### src/rtl/nasti_lite_host_master.sv
// ---------------------------------------------------------------------------
// nasti_lite_host_master
//
// Single-outstanding NASTI-Lite initiator. A host-side agent (boot loader,
// debug bridge) issues one read or write on a simple command port; the block
// runs the matching AW/W/B or AR/R exchange on the IO bus and returns the
// outcome on a buffered response port. Only one transaction is ever in flight.
//
// Ports
//   clk, rstn            single clock; asynchronous active-low reset
//   cmd_*                command in  (valid/ready, write, addr, wdata, wstrb)
//   rsp_*                response out (valid/ready, write, rdata, resp)
//   nasti_aw_*           write address channel (initiator side)
//   nasti_w_*            write data channel
//   nasti_b_*            write response channel
//   nasti_ar_*           read address channel
//   nasti_r_*            read data channel
//
// Every valid/ready output is a pure decode of registered state, so there is
// no combinational path from any incoming ready to any outgoing valid.
// ---------------------------------------------------------------------------
module nasti_lite_host_master #(
    parameter int unsigned ADDR_WIDTH = 16,
    parameter int unsigned DATA_WIDTH = 8,
    parameter int unsigned ID_WIDTH   = 1,
    parameter int unsigned MASTER_ID  = 0
) (
    input  logic                      clk,
    input  logic                      rstn,

    // command port
    input  logic                      cmd_valid,
    output logic                      cmd_ready,
    input  logic                      cmd_write,
    input  logic [ADDR_WIDTH-1:0]     cmd_addr,
    input  logic [DATA_WIDTH-1:0]     cmd_wdata,
    input  logic [DATA_WIDTH/8-1:0]   cmd_wstrb,

    // response port
    output logic                      rsp_valid,
    input  logic                      rsp_ready,
    output logic                      rsp_write,
    output logic [DATA_WIDTH-1:0]     rsp_rdata,
    output logic [1:0]                rsp_resp,

    // write address channel
    output logic                      nasti_aw_valid,
    input  logic                      nasti_aw_ready,
    output logic [ID_WIDTH-1:0]       nasti_aw_id,
    output logic [ADDR_WIDTH-1:0]     nasti_aw_addr,
    output logic [2:0]                nasti_aw_prot,
    output logic [3:0]                nasti_aw_qos,
    output logic [3:0]                nasti_aw_region,
    output logic [0:0]                nasti_aw_user,

    // write data channel
    output logic                      nasti_w_valid,
    input  logic                      nasti_w_ready,
    output logic [DATA_WIDTH-1:0]     nasti_w_data,
    output logic [DATA_WIDTH/8-1:0]   nasti_w_strb,
    output logic [0:0]                nasti_w_user,

    // write response channel
    input  logic                      nasti_b_valid,
    output logic                      nasti_b_ready,
    input  logic [ID_WIDTH-1:0]       nasti_b_id,
    input  logic [1:0]                nasti_b_resp,

    // read address channel
    output logic                      nasti_ar_valid,
    input  logic                      nasti_ar_ready,
    output logic [ID_WIDTH-1:0]       nasti_ar_id,
    output logic [ADDR_WIDTH-1:0]     nasti_ar_addr,
    output logic [2:0]                nasti_ar_prot,
    output logic [3:0]                nasti_ar_qos,
    output logic [3:0]                nasti_ar_region,
    output logic [0:0]                nasti_ar_user,

    // read data channel
    input  logic                      nasti_r_valid,
    output logic                      nasti_r_ready,
    input  logic [ID_WIDTH-1:0]       nasti_r_id,
    input  logic [DATA_WIDTH-1:0]     nasti_r_data,
    input  logic [1:0]                nasti_r_resp
);

    localparam int unsigned          STRB_WIDTH = DATA_WIDTH / 8;
    localparam logic [ID_WIDTH-1:0]  OWN_ID     = ID_WIDTH'(MASTER_ID);
    localparam logic [1:0]           RESP_SLVERR = 2'b10;

    typedef enum logic [2:0] {
        IDLE,
        WADDR,
        WRESP,
        RADDR,
        RDATA,
        RSP
    } state_t;

    state_t                  state_q;
    state_t                  state_d;

    // registered command
    logic                    write_q;
    logic [ADDR_WIDTH-1:0]   addr_q;
    logic [DATA_WIDTH-1:0]   wdata_q;
    logic [STRB_WIDTH-1:0]   wstrb_q;

    // per-channel completion flags for the write address/data phase
    logic                    aw_done_q;
    logic                    w_done_q;

    // buffered response
    logic                    rsp_write_q;
    logic [DATA_WIDTH-1:0]   rsp_rdata_q;
    logic [1:0]              rsp_resp_q;

    // Holds cmd_ready low while rstn is asserted: state sits at IDLE during
    // reset, but no ready may be advertised until reset has been released.
    logic                    out_of_reset_q;

    logic                    cmd_hs;
    logic                    aw_hs;
    logic                    w_hs;
    logic                    b_hs;
    logic                    ar_hs;
    logic                    r_hs;

    // ------------------------------------------------------------------
    // Handshake/valid decode (registered state only)
    // ------------------------------------------------------------------
    assign cmd_ready      = (state_q == IDLE) && out_of_reset_q;
    assign nasti_aw_valid = (state_q == WADDR) && !aw_done_q;
    assign nasti_w_valid  = (state_q == WADDR) && !w_done_q;
    assign nasti_b_ready  = (state_q == WRESP);
    assign nasti_ar_valid = (state_q == RADDR);
    assign nasti_r_ready  = (state_q == RDATA);
    assign rsp_valid      = (state_q == RSP);

    assign cmd_hs = cmd_valid      && cmd_ready;
    assign aw_hs  = nasti_aw_valid && nasti_aw_ready;
    assign w_hs   = nasti_w_valid  && nasti_w_ready;
    assign b_hs   = nasti_b_valid  && nasti_b_ready;
    assign ar_hs  = nasti_ar_valid && nasti_ar_ready;
    assign r_hs   = nasti_r_valid  && nasti_r_ready;

    // ------------------------------------------------------------------
    // Channel payloads: taken from the command registers, so they stay
    // stable for as long as the matching valid is high.
    // ------------------------------------------------------------------
    assign nasti_aw_id     = OWN_ID;
    assign nasti_aw_addr   = addr_q;
    assign nasti_aw_prot   = '0;
    assign nasti_aw_qos    = '0;
    assign nasti_aw_region = '0;
    assign nasti_aw_user   = '0;

    assign nasti_w_data    = wdata_q;
    assign nasti_w_strb    = wstrb_q;
    assign nasti_w_user    = '0;

    assign nasti_ar_id     = OWN_ID;
    assign nasti_ar_addr   = addr_q;
    assign nasti_ar_prot   = '0;
    assign nasti_ar_qos    = '0;
    assign nasti_ar_region = '0;
    assign nasti_ar_user   = '0;

    assign rsp_write = rsp_write_q;
    assign rsp_rdata = rsp_rdata_q;
    assign rsp_resp  = rsp_resp_q;

    // ------------------------------------------------------------------
    // State register
    // ------------------------------------------------------------------
    // NOTE: sequential state is assigned with <= so every flop samples the
    // pre-edge values of the others, independent of process ordering.
    always_ff @(posedge clk or negedge rstn) begin
        if (!rstn) begin
            state_q <= IDLE;
        end else begin
            state_q <= state_d;
        end
    end

    // ------------------------------------------------------------------
    // Next-state logic
    // ------------------------------------------------------------------
    // NOTE: state_d gets a default before the case so that no path leaves it
    // unassigned, which would otherwise infer a latch.
    always_comb begin
        state_d = state_q;
        case (state_q)
            IDLE: begin
                if (cmd_hs) begin
                    state_d = cmd_write ? WADDR : RADDR;
                end
            end
            WADDR: begin
                // AW and W complete independently; leave once both have,
                // counting a handshake happening in this very cycle.
                if ((aw_done_q || aw_hs) && (w_done_q || w_hs)) begin
                    state_d = WRESP;
                end
            end
            WRESP: begin
                if (b_hs) begin
                    state_d = RSP;
                end
            end
            RADDR: begin
                if (ar_hs) begin
                    state_d = RDATA;
                end
            end
            RDATA: begin
                if (r_hs) begin
                    state_d = RSP;
                end
            end
            RSP: begin
                if (rsp_ready) begin
                    state_d = IDLE;
                end
            end
            default: begin
                state_d = IDLE;
            end
        endcase
    end

    // ------------------------------------------------------------------
    // Command capture, write-phase flags and response buffer
    // ------------------------------------------------------------------
    always_ff @(posedge clk or negedge rstn) begin
        if (!rstn) begin
            out_of_reset_q <= 1'b0;
            write_q        <= 1'b0;
            addr_q         <= '0;
            wdata_q        <= '0;
            wstrb_q        <= '0;
            aw_done_q      <= 1'b0;
            w_done_q       <= 1'b0;
            rsp_write_q    <= 1'b0;
            rsp_rdata_q    <= '0;
            rsp_resp_q     <= '0;
        end else begin
            out_of_reset_q <= 1'b1;

            if (cmd_hs) begin
                write_q   <= cmd_write;
                addr_q    <= cmd_addr;
                wdata_q   <= cmd_wdata;
                wstrb_q   <= cmd_wstrb;
                aw_done_q <= 1'b0;
                w_done_q  <= 1'b0;
            end

            // A flag drops its valid the cycle after its own handshake.
            if (aw_hs) begin
                aw_done_q <= 1'b1;
            end
            if (w_hs) begin
                w_done_q <= 1'b1;
            end

            // A response carrying someone else's ID is reported as SLVERR.
            if (b_hs) begin
                rsp_write_q <= write_q;
                rsp_rdata_q <= '0;
                rsp_resp_q  <= (nasti_b_id == OWN_ID) ? nasti_b_resp : RESP_SLVERR;
            end

            if (r_hs) begin
                rsp_write_q <= write_q;
                rsp_rdata_q <= nasti_r_data;
                rsp_resp_q  <= (nasti_r_id == OWN_ID) ? nasti_r_resp : RESP_SLVERR;
            end
        end
    end

endmodule
### config.mk
export PLATFORM = sky130hd
export DESIGN_NAME = nasti_lite_host_master
export DESIGN_NICKNAME = d
export VERILOG_FILES = /design/src/rtl/nasti_lite_host_master.sv
export SDC_FILE = /design/constraint.sdc
export NUM_CORES = 1
export LEC_CHECK = 0
export CORE_ASPECT_RATIO = 1.5
export CORE_MARGIN = 8
export CORE_UTILIZATION = 33
export DETAILED_ROUTE_END_ITERATION = 6
export PLACE_DENSITY = 0.75
export SLEW_MARGIN = 20
export SYNTH_ARGS = -nofsm -noshare
export SYNTH_HDL_FRONTEND = slang
export SYNTH_SLANG_ARGS = --single-unit
### constraint.sdc
create_clock -name clk -period 1.56 [get_ports clk]
set_input_delay 0.39 -clock clk [delete_from_list [all_inputs] [get_ports clk]]
set_output_delay 0.39 -clock clk [all_outputs]
set_load 0.02 [all_outputs]
Word level (Yosys, flattened, before mapping)
Index checks and enable logic that the tools add are counted.
{ "totals": {"ff_bits": 43, "input_bits": 49, "out_inout_bits": 86, "word_cells": 60} }
{ "op_classes": {"eq_ne": 11, "n_mux": 19, "reduce_logical": 19} }
{ "op_table": {"columns": ["cell", "n"], "rows": [
  ["$mux W3", 6],
  ["$pmux W3 S6", 1],
  ["$mux W8", 2],
  ["$logic_and A1 B1 Y1", 10],
  ["$mux W2", 5],
  ["$ne A2 B1 Y1 const B", 5],
  ["$eq A3 B2 Y1 const B", 2],
  ["$eq A3 B3 Y1 const B", 2],
  ["$reduce_and A6 Y1", 1],
  ["$reduce_bool A2 Y1", 3],
  ["$mux W1", 5],
  ["$eq A3 B1 Y1 const B", 1],
  ["$logic_not A3 Y1", 1],
  ["$logic_not A1 Y1", 2],
  ["$logic_or A1 B1 Y1", 2],
  ["$ne A2 B2 Y1 const B", 1]
]} }

Longest topological paths before layout
Gate-level depths: netlist of the first run.
{ "depth": {"depth_word": 7, "mapped_depth": 5, "mapped_depth_nobuf": 3} }

Worst setup path before layout of the first run
Ideal clock, no wire load.
{ "synth_path": {"kind": "reg2out", "startpoint": "reg state_q[1]", "endpoint": "out nasti_aw_valid", "arrival_time_ns": 1.238, "required_ns": 1.170, "setup_slack_ns": -0.068, "stages_incl_launch_ff": 4, "n_path_buf": 1, "path_cell_list": "dfrtp_1 -> buf_2 -> or3b_1 -> nor2_1"} }
{ "synth_via": {"elab_chain_len": 2} }
{ "synth_lines": {"columns": ["item", "line_no", "source"], "rows": [
  ["from (decl)", "100", "state_t state_q;"],
  ["from (signal assigned)", "182", "state_q <= state_d;"],
  ["$eq A3 B1 Y1", "133", "assign nasti_aw_valid = (state_q == WADDR) && !aw_done_q;"],
  ["$logic_and A1 B1 Y1", "133", null],
  ["to (decl)", "47", "output logic nasti_aw_valid,"]
]} }
No other way between the ends.

Worst setup path after layout of the first run
{ "layout_path": {"startpoint": "reg state_q[2]", "endpoint": "out nasti_aw_valid"} }
The elaborated chain is that of the path after synthesis.

==> results of run 1 <==
-- flip-flops by register name, summed over array words and instances (netlist names) --
name            count
rsp_write           1
rsp_rdata           8
nasti_ar_addr      16
state_q             3
w_done_q            1
aw_done_q           1
write_q             1
nasti_w_data        8
out_of_reset_q      1
nasti_w_strb        1
rsp_resp            2
-- path summary, 6_finish.rpt --
| path | end | slack, ns | cells past startpoint |
|---|---|---|---|
| max | nasti_aw_valid | -0.19 | 3 |
| min | nasti_w_data[5]$_DFFE_PN0P_ | 0.07 | 2 |
| max reg2reg | nasti_ar_addr[1]$_DFFE_PN0P_ | -0.17 | 7 |
| min reg2reg | rsp_rdata[3]$_DFFE_PN0P_ | 0.50 | 1 |
| max in group asynchronous | nasti_ar_addr[12]$_DFFE_PN0P_ | 1.29 | 2 |
| min in group clk | rsp_rdata[3]$_DFFE_PN0P_ | 0.50 | 1 |
-- power groups by stage --
stage                     Combinational (uW)  Sequential, uW  Clock, uW
final                                   4160            1990        814
after global routing                    4390            2070        895
after CTS                               4100            2000        861
after detailed placement                4170            2020          0
after global placement                  4120            1990          0
after floorplan                         1960            2570          0
-- cell type report --
type / instances / area, um^2 / area share (%)
Inverter: 1 / 6.26 / 0.177
Clock buffer: 6 / 72.6 / 2.05
Tap cell: 78 / 97.6 / 2.76
Clock inverter: 1 / 30.0 / 0.849
Multi-Input combinational cell: 104 / 955 / 27.0
Timing Repair Buffer: 132 / 1300 / 36.8
Sequential cell: 43 / 1080 / 30.4
-- repair_timing --
item / CTS / global route
hold endpoints to repair: 0 / 0
setup buffers: 8 / 1
cloned: 3 / 0
resized for setup: 122 / 13
pin swaps: 6 / 4
setup endpoints to repair: 84 / 37
-- layer usage --
layer	wire, um	up-vias	global-route usage, %
met4	72	0	3.47
li1	-	751	-
met2	3250	87	21.4
met5	0	-	0
met3	488	7	4.50
met1	2340	785	12.7
-- metrics by stage --
step / instances / area (um^2) / total power (uW) / setup WS, ns / hold slack [ns]
2_1_floorplan: 199 / 2360 / 4540 / -0.0685 / 0.0944
3_3_place_gp: 349 / 3250 / 6110 / -0.358 / 0.383
3_5_place_dp: 349 / 3250 / 6190 / -0.366 / 0.384
4_1_cts: 366 / 3520 / 6960 / -0.202 / 0.0680
5_1_grt: 365 / 3540 / 7360 / -0.238 / 0.0790
6_report: 365 / 3540 / 6960 / -0.190 / 0.0723
-- placed cells by master, fill, tap and decap left out, types with 2 or more instances in the layout --
master / instances
a22o_1: 11
buf_12: 2
buf_16: 2
buf_4: 13
buf_6: 13
buf_8: 2
clkbuf_8: 5
clkdlybuf4s50_1: 47
conb_1: 28
dfrtp_1: 43
dlygate4sd2_1: 52
mux2_2: 2
mux2_4: 27
mux2i_1: 3
nand2b_1: 2
nand3b_1: 2
nor2_1: 3
nor2_4: 2
nor3_4: 2
nor3b_1: 2
-- cells by family after synthesis --
group	count (synthesis)
simple gates	25
mux	32
buf+inv	52
compound gates	19
flops	43
other cells	2
==> out/metrics.yaml, run 1 <==
status: "finished with violations"
violations: "negative setup slack"
synth_area_per_cell_um2: 13.1
final_core_util_pct: 52.3
viasPerCell: 4.47
hold_violations: 0
intPower_uw: 4230
synthCells: 173
core_area_um2: 6760
layout_worst_path_cycle_share_pct: 112
n_antenna_cell: 0
start_util_pct: 33.4
grt_max_degree: 44
rsz0062_at_grt: "yes"
wl_per_cell_um: 16.8
fin_tns_setup_ns: -3.76
clk_pin_slew_ns: 0.08
crit_start: "state_q[2]$_DFFE_PN0P_"
cts_tree: "done"
p_leak_uw: 0.00170
die_y_um: 117
synth_top_family_by_area: "multiplexers"
cp_slowest_cell: "or3b_4"
grt_pass1_vias: 1879
synth.top_cell.area_share_pct: 47.6
drive_above_1_share_pct: 28.6
synthMuxAreaShare_pct: 19.4
synth-compound-area-share_pct: 6.98
worstPathMaxFanout: 2
ir_drop_mv: 0.885
ctsHoldBuffers: 0
synth_area_leader_cell: "dfrtp_1"
die_area_um2: 9810
synthTopCellsByCount: "buf_4, dfrtp_1, mux2_4"
worstPathRequired_ns: 1.17
netlist_area_um2: 2260
crit_family: "simple AND/OR/NAND/NOR gates"
crit_buf_inv: 1
synth_flop_cell: "dfrtp_1"
synth_seq_cells: 43
grt.total_usage_pct: 12.0
cts_buffer_depth: 2
path_cells: "or3b_4 > nor2_4 > buf_6"
numCtsBuffers: 5
min_period_ns: 1.75
final-setup-viol-count: 34
worstReg2RegStart: "state_q[2]$_DFFE_PN0P_"
io_pins: 135
skew_ns: 0.00992
p_per_area_nw_per_um2: 1970
dr.first_iter.drc_count: 20
yosys.area_share.simple_pct: 7.14
max-cap-violations: 0
end_kind: "primary output"
fp.dieW_um: 83.6
area_growth_pct: 56.5
nets: 336
overflow: 0
p_clk_share_pct: 11.7
synthArstFlopShare_pct: 100
num_vias: 1630
routed_wl_um: 6150
power.switching_uw: 2740
cts_max_level: 2
dr.pass1.iters: 4
antenna_found_initial: 0
power_frac_seq_pct: 28.5
gp_congestion: 0.719
yosysUniqueCellTypes: 35
io_buffers: 107
critPathKind: "flip-flop to primary output"
max_freq_mhz: 571
hpwl_um: 4520
insertion_delay_ns: 0.28
antenna_left: 0
clock_sinks: 43
critPathArrivalTime_ns: 1.36
synth_edf_count: 0
cts_root_buf: "clkbuf_8"
yosysMostFrequentCell: "buf_4"
synthAdderAreaFrac_pct: 0
max_stage_delay_ns: 0.44
num_rows: 37
fin_ws_ns: -0.190
nFillCells: 612
grt_pass1_wl_um: 9760
seq_area_frac_synth_pct: 47.6
synth_xor_area_share_pct: 0
synth_warnings: 0
pwr-share-comb_pct: 59.8
synthTopCellsByArea: "dfrtp_1, buf_4, mux2_4"
drc: 0
sw_frac_of_total_pct: 39.3
hp-class: "primary input to async pin"
slew_viol_final: 0
critPathLaunchType: "flip-flop"
No activity file was read; power rests on OpenSTA's default activity.
==> run 2, diff against run 1 <==
Settings changed: GPL_TIMING_DRIVEN from default to 1.
==> results of run 2 <==
Same layout as run 1: the final DEF is identical, and so are final timing and power.
==> run 3, diff against run 2 <==
Settings changed: SETUP_SLACK_MARGIN from default to 0.1.
==> out/metrics.yaml, run 3 (synthesis gave the netlist of run 1 again) <==
critPathArrivalTime_ns: 1.34  # -0.02 ns
hpwl_um: 4780  # +5.8%
holdWs_ns: 0.507  # +0.435 ns
die_y_um: 117  # unchanged
p_leak_uw: 0.00168  # -1.5%
ir_drop_mv: 0.772  # -13%
insertion_delay_ns: 0.29  # about the same
fin_ws_ns: -0.170  # +0.0196 ns
dr.first_iter.drc_count: 37  # +85%
fp.dieW_um: 83.6  # unchanged
min_path_cells: 1
dr.pass1.iters: 4  # unchanged
sw_frac_of_total_pct: 40.6  # +1.3 points
final-setup-viol-count: 40  # +18%
cts_buffer_depth: 2  # unchanged
grt.total_usage_pct: 12.1  # +0.069 points
worstReg2RegStart: "state_q[1]$_DFFE_PN0P_"
grt_pass1_vias: 1899  # +1.1%
drc: 0  # unchanged
grt_pass1_wl_um: 9810  # +0.49%
skew_ns: 0.00783  # -0.00209 ns
cts_root_buf: "clkbuf_8"
r2r_setup_slack_ns: -0.15  # +0.02 ns
power_frac_seq_pct: 29.2  # +0.7 points
fin_cells: 368  # +0.82%
routed_wl_um: 6150  # about the same
num_rows: 37  # unchanged
critPathLaunchType: "flip-flop"
critPathKind: "flip-flop to primary output"
design_power_total_uw: 6830  # -2.0%
cts_max_level: 2  # unchanged
drive_above_1_share_pct: 29.7  # +1.1 points
end_kind: "primary output"
r2r_end: "nasti_ar_addr[2]$_DFFE_PN0P_"
max_freq_mhz: 578  # +1.1%
antenna_left: 0  # unchanged
wl_per_cell_um: 16.7  # -0.75%
p_clk_share_pct: 10.2  # -1.5 points
layout_commonest_cell: "dlygate4sd2_1"
nets: 338  # +0.60%
grt_max_degree: 32  # -27%
status: "finished with violations"
max_stage_delay_ns: 0.43  # about the same
clock_sinks: 43  # unchanged
numCtsBuffers: 5  # unchanged
dp_cells: 349  # unchanged
clk_pin_slew_ns: 0.08  # about the same
layout_worst_path_cycle_share_pct: 111  # -1.3 points
largest_reg_flops: 16  # unchanged
whs_endpoint: "rsp_rdata[2]$_DFFE_PN0P_"
power.switching_uw: 2770  # +1.3%
intPower_uw: 4060  # -4.1%
min_period_ns: 1.73  # -0.0196 ns
reg2regPathDepth: 6  # -1
worstPathMaxFanout: 2  # unchanged
pwr-share-comb_pct: 60.6  # +0.8 points
fin_tns_setup_ns: -4.62  # -0.861 ns
start_util_pct: 33.4  # unchanged
io_pins: 135  # unchanged
die_area_um2: 9810  # unchanged
max-cap-violations: 0  # unchanged
place_ws_ns: -0.363  # +0.00308 ns
path_cells: "or3b_4 > nor2_4 > buf_6"
cp_slowest_cell: "or3b_4"
num_vias: 1656  # +1.6%
p_per_area_nw_per_um2: 1950  # -0.94%
overflow: 0  # unchanged
area_growth_pct: 54.9
slew_viol_final: 0  # unchanged
io_buffers: 107  # unchanged
final_cell_mix: "dlygate4sd2_1, clkdlybuf4s50_1, dfrtp_1"
hold_start: "rsp_rdata[2]$_DFFE_PN0P_"
n_antenna_cell: 0  # unchanged
hp-class: "flip-flop to flip-flop"
hold_violations: 0  # unchanged
antenna_found_initial: 0  # unchanged
rsz0062_at_grt: "yes"
gp_congestion: 0.729  # +1.3%
cts_tree: "done"
core_area_um2: 6760  # unchanged
viasPerCell: 4.50  # +0.77%
worstPathRequired_ns: 1.17  # about the same
violations: "negative setup slack"
run 3: how the worst max path moves through the flow:
stage	startpoint	to	slack, ns	cells after the start
final	state_q[1]$_DFFE_PN0P_	nasti_aw_valid	-0.17	3
after global routing	state_q[1]$_DFFE_PN0P_	nasti_aw_valid	-0.23	3
after CTS	state_q[1]$_DFFE_PN0P_	nasti_aw_valid	-0.19	3
after detailed placement	state_q[2]$_DFFE_PN0P_	nasti_aw_valid	-0.36	3
after global placement	state_q[2]$_DFFE_PN0P_	nasti_aw_valid	-0.34	3
after floorplan	state_q[2]$_DFFE_PN0P_	nasti_aw_valid	0.04	3
run 3: per-stage QoR:
stage | util (%) | area (um^2)
after floorplan | - | 2390
after global placement | 48.4 | 3270
after detailed placement | 48.4 | 3270
after CTS | 50.9 | 3440
after global routing | 51.8 | 3500
final | 51.8 | 3500
run 3: area by class of cell:
| class | count | area [um^2] |
|---|---|---|
| tap | 78 | 97.6 |
| timing repair buffer | 134 | 1290 |
| clock buffer | 6 | 72.6 |
| clock inverter | 2 | 12.5 |
| inverter | 1 | 6.26 |
| sequential | 43 | 1080 |
| multi-input combinational | 104 | 940 |
| fill | 625 | 3260 |
run 3: power groups by stage:
stage,registers (uW),clock network (uW),logic [uW]
6_report,2000,697,4130
5_1_grt,2070,758,4380
4_1_cts,2010,726,4060
3_5_place_dp,2060,0,4240
3_3_place_gp,2000,0,4180
2_1_floorplan,2590,0,2030
run 3: what timing repair did:
item                       CTS  global route
setup endpoints to repair   96            47
setup buffers                6             2
resized for setup          111             7
hold buffers                 1             0
hold endpoints to repair    12             0
pin swaps                   10             4
gates cloned                 1             1
run 3: worst max-delay path: cells and delay by family, from the launching register on:
family                 cells  cell delay, ns
buffers and inverters      1            0.12
DFF                        1            0.39
and+or+nand+nor            2            0.54
run 3: per-layer routing:
| layer | vias to the layer above | global-route usage [%] | wire, um |
|---|---|---|---|
| met2 | 78 | 21.5 | 3330 |
| met3 | 5 | 4.36 | 449 |
| li1 | 757 | - | - |
| met4 | 0 | 2.93 | 40 |
| met1 | 816 | 13.0 | 2330 |
| met5 | - | 0 | 0 |
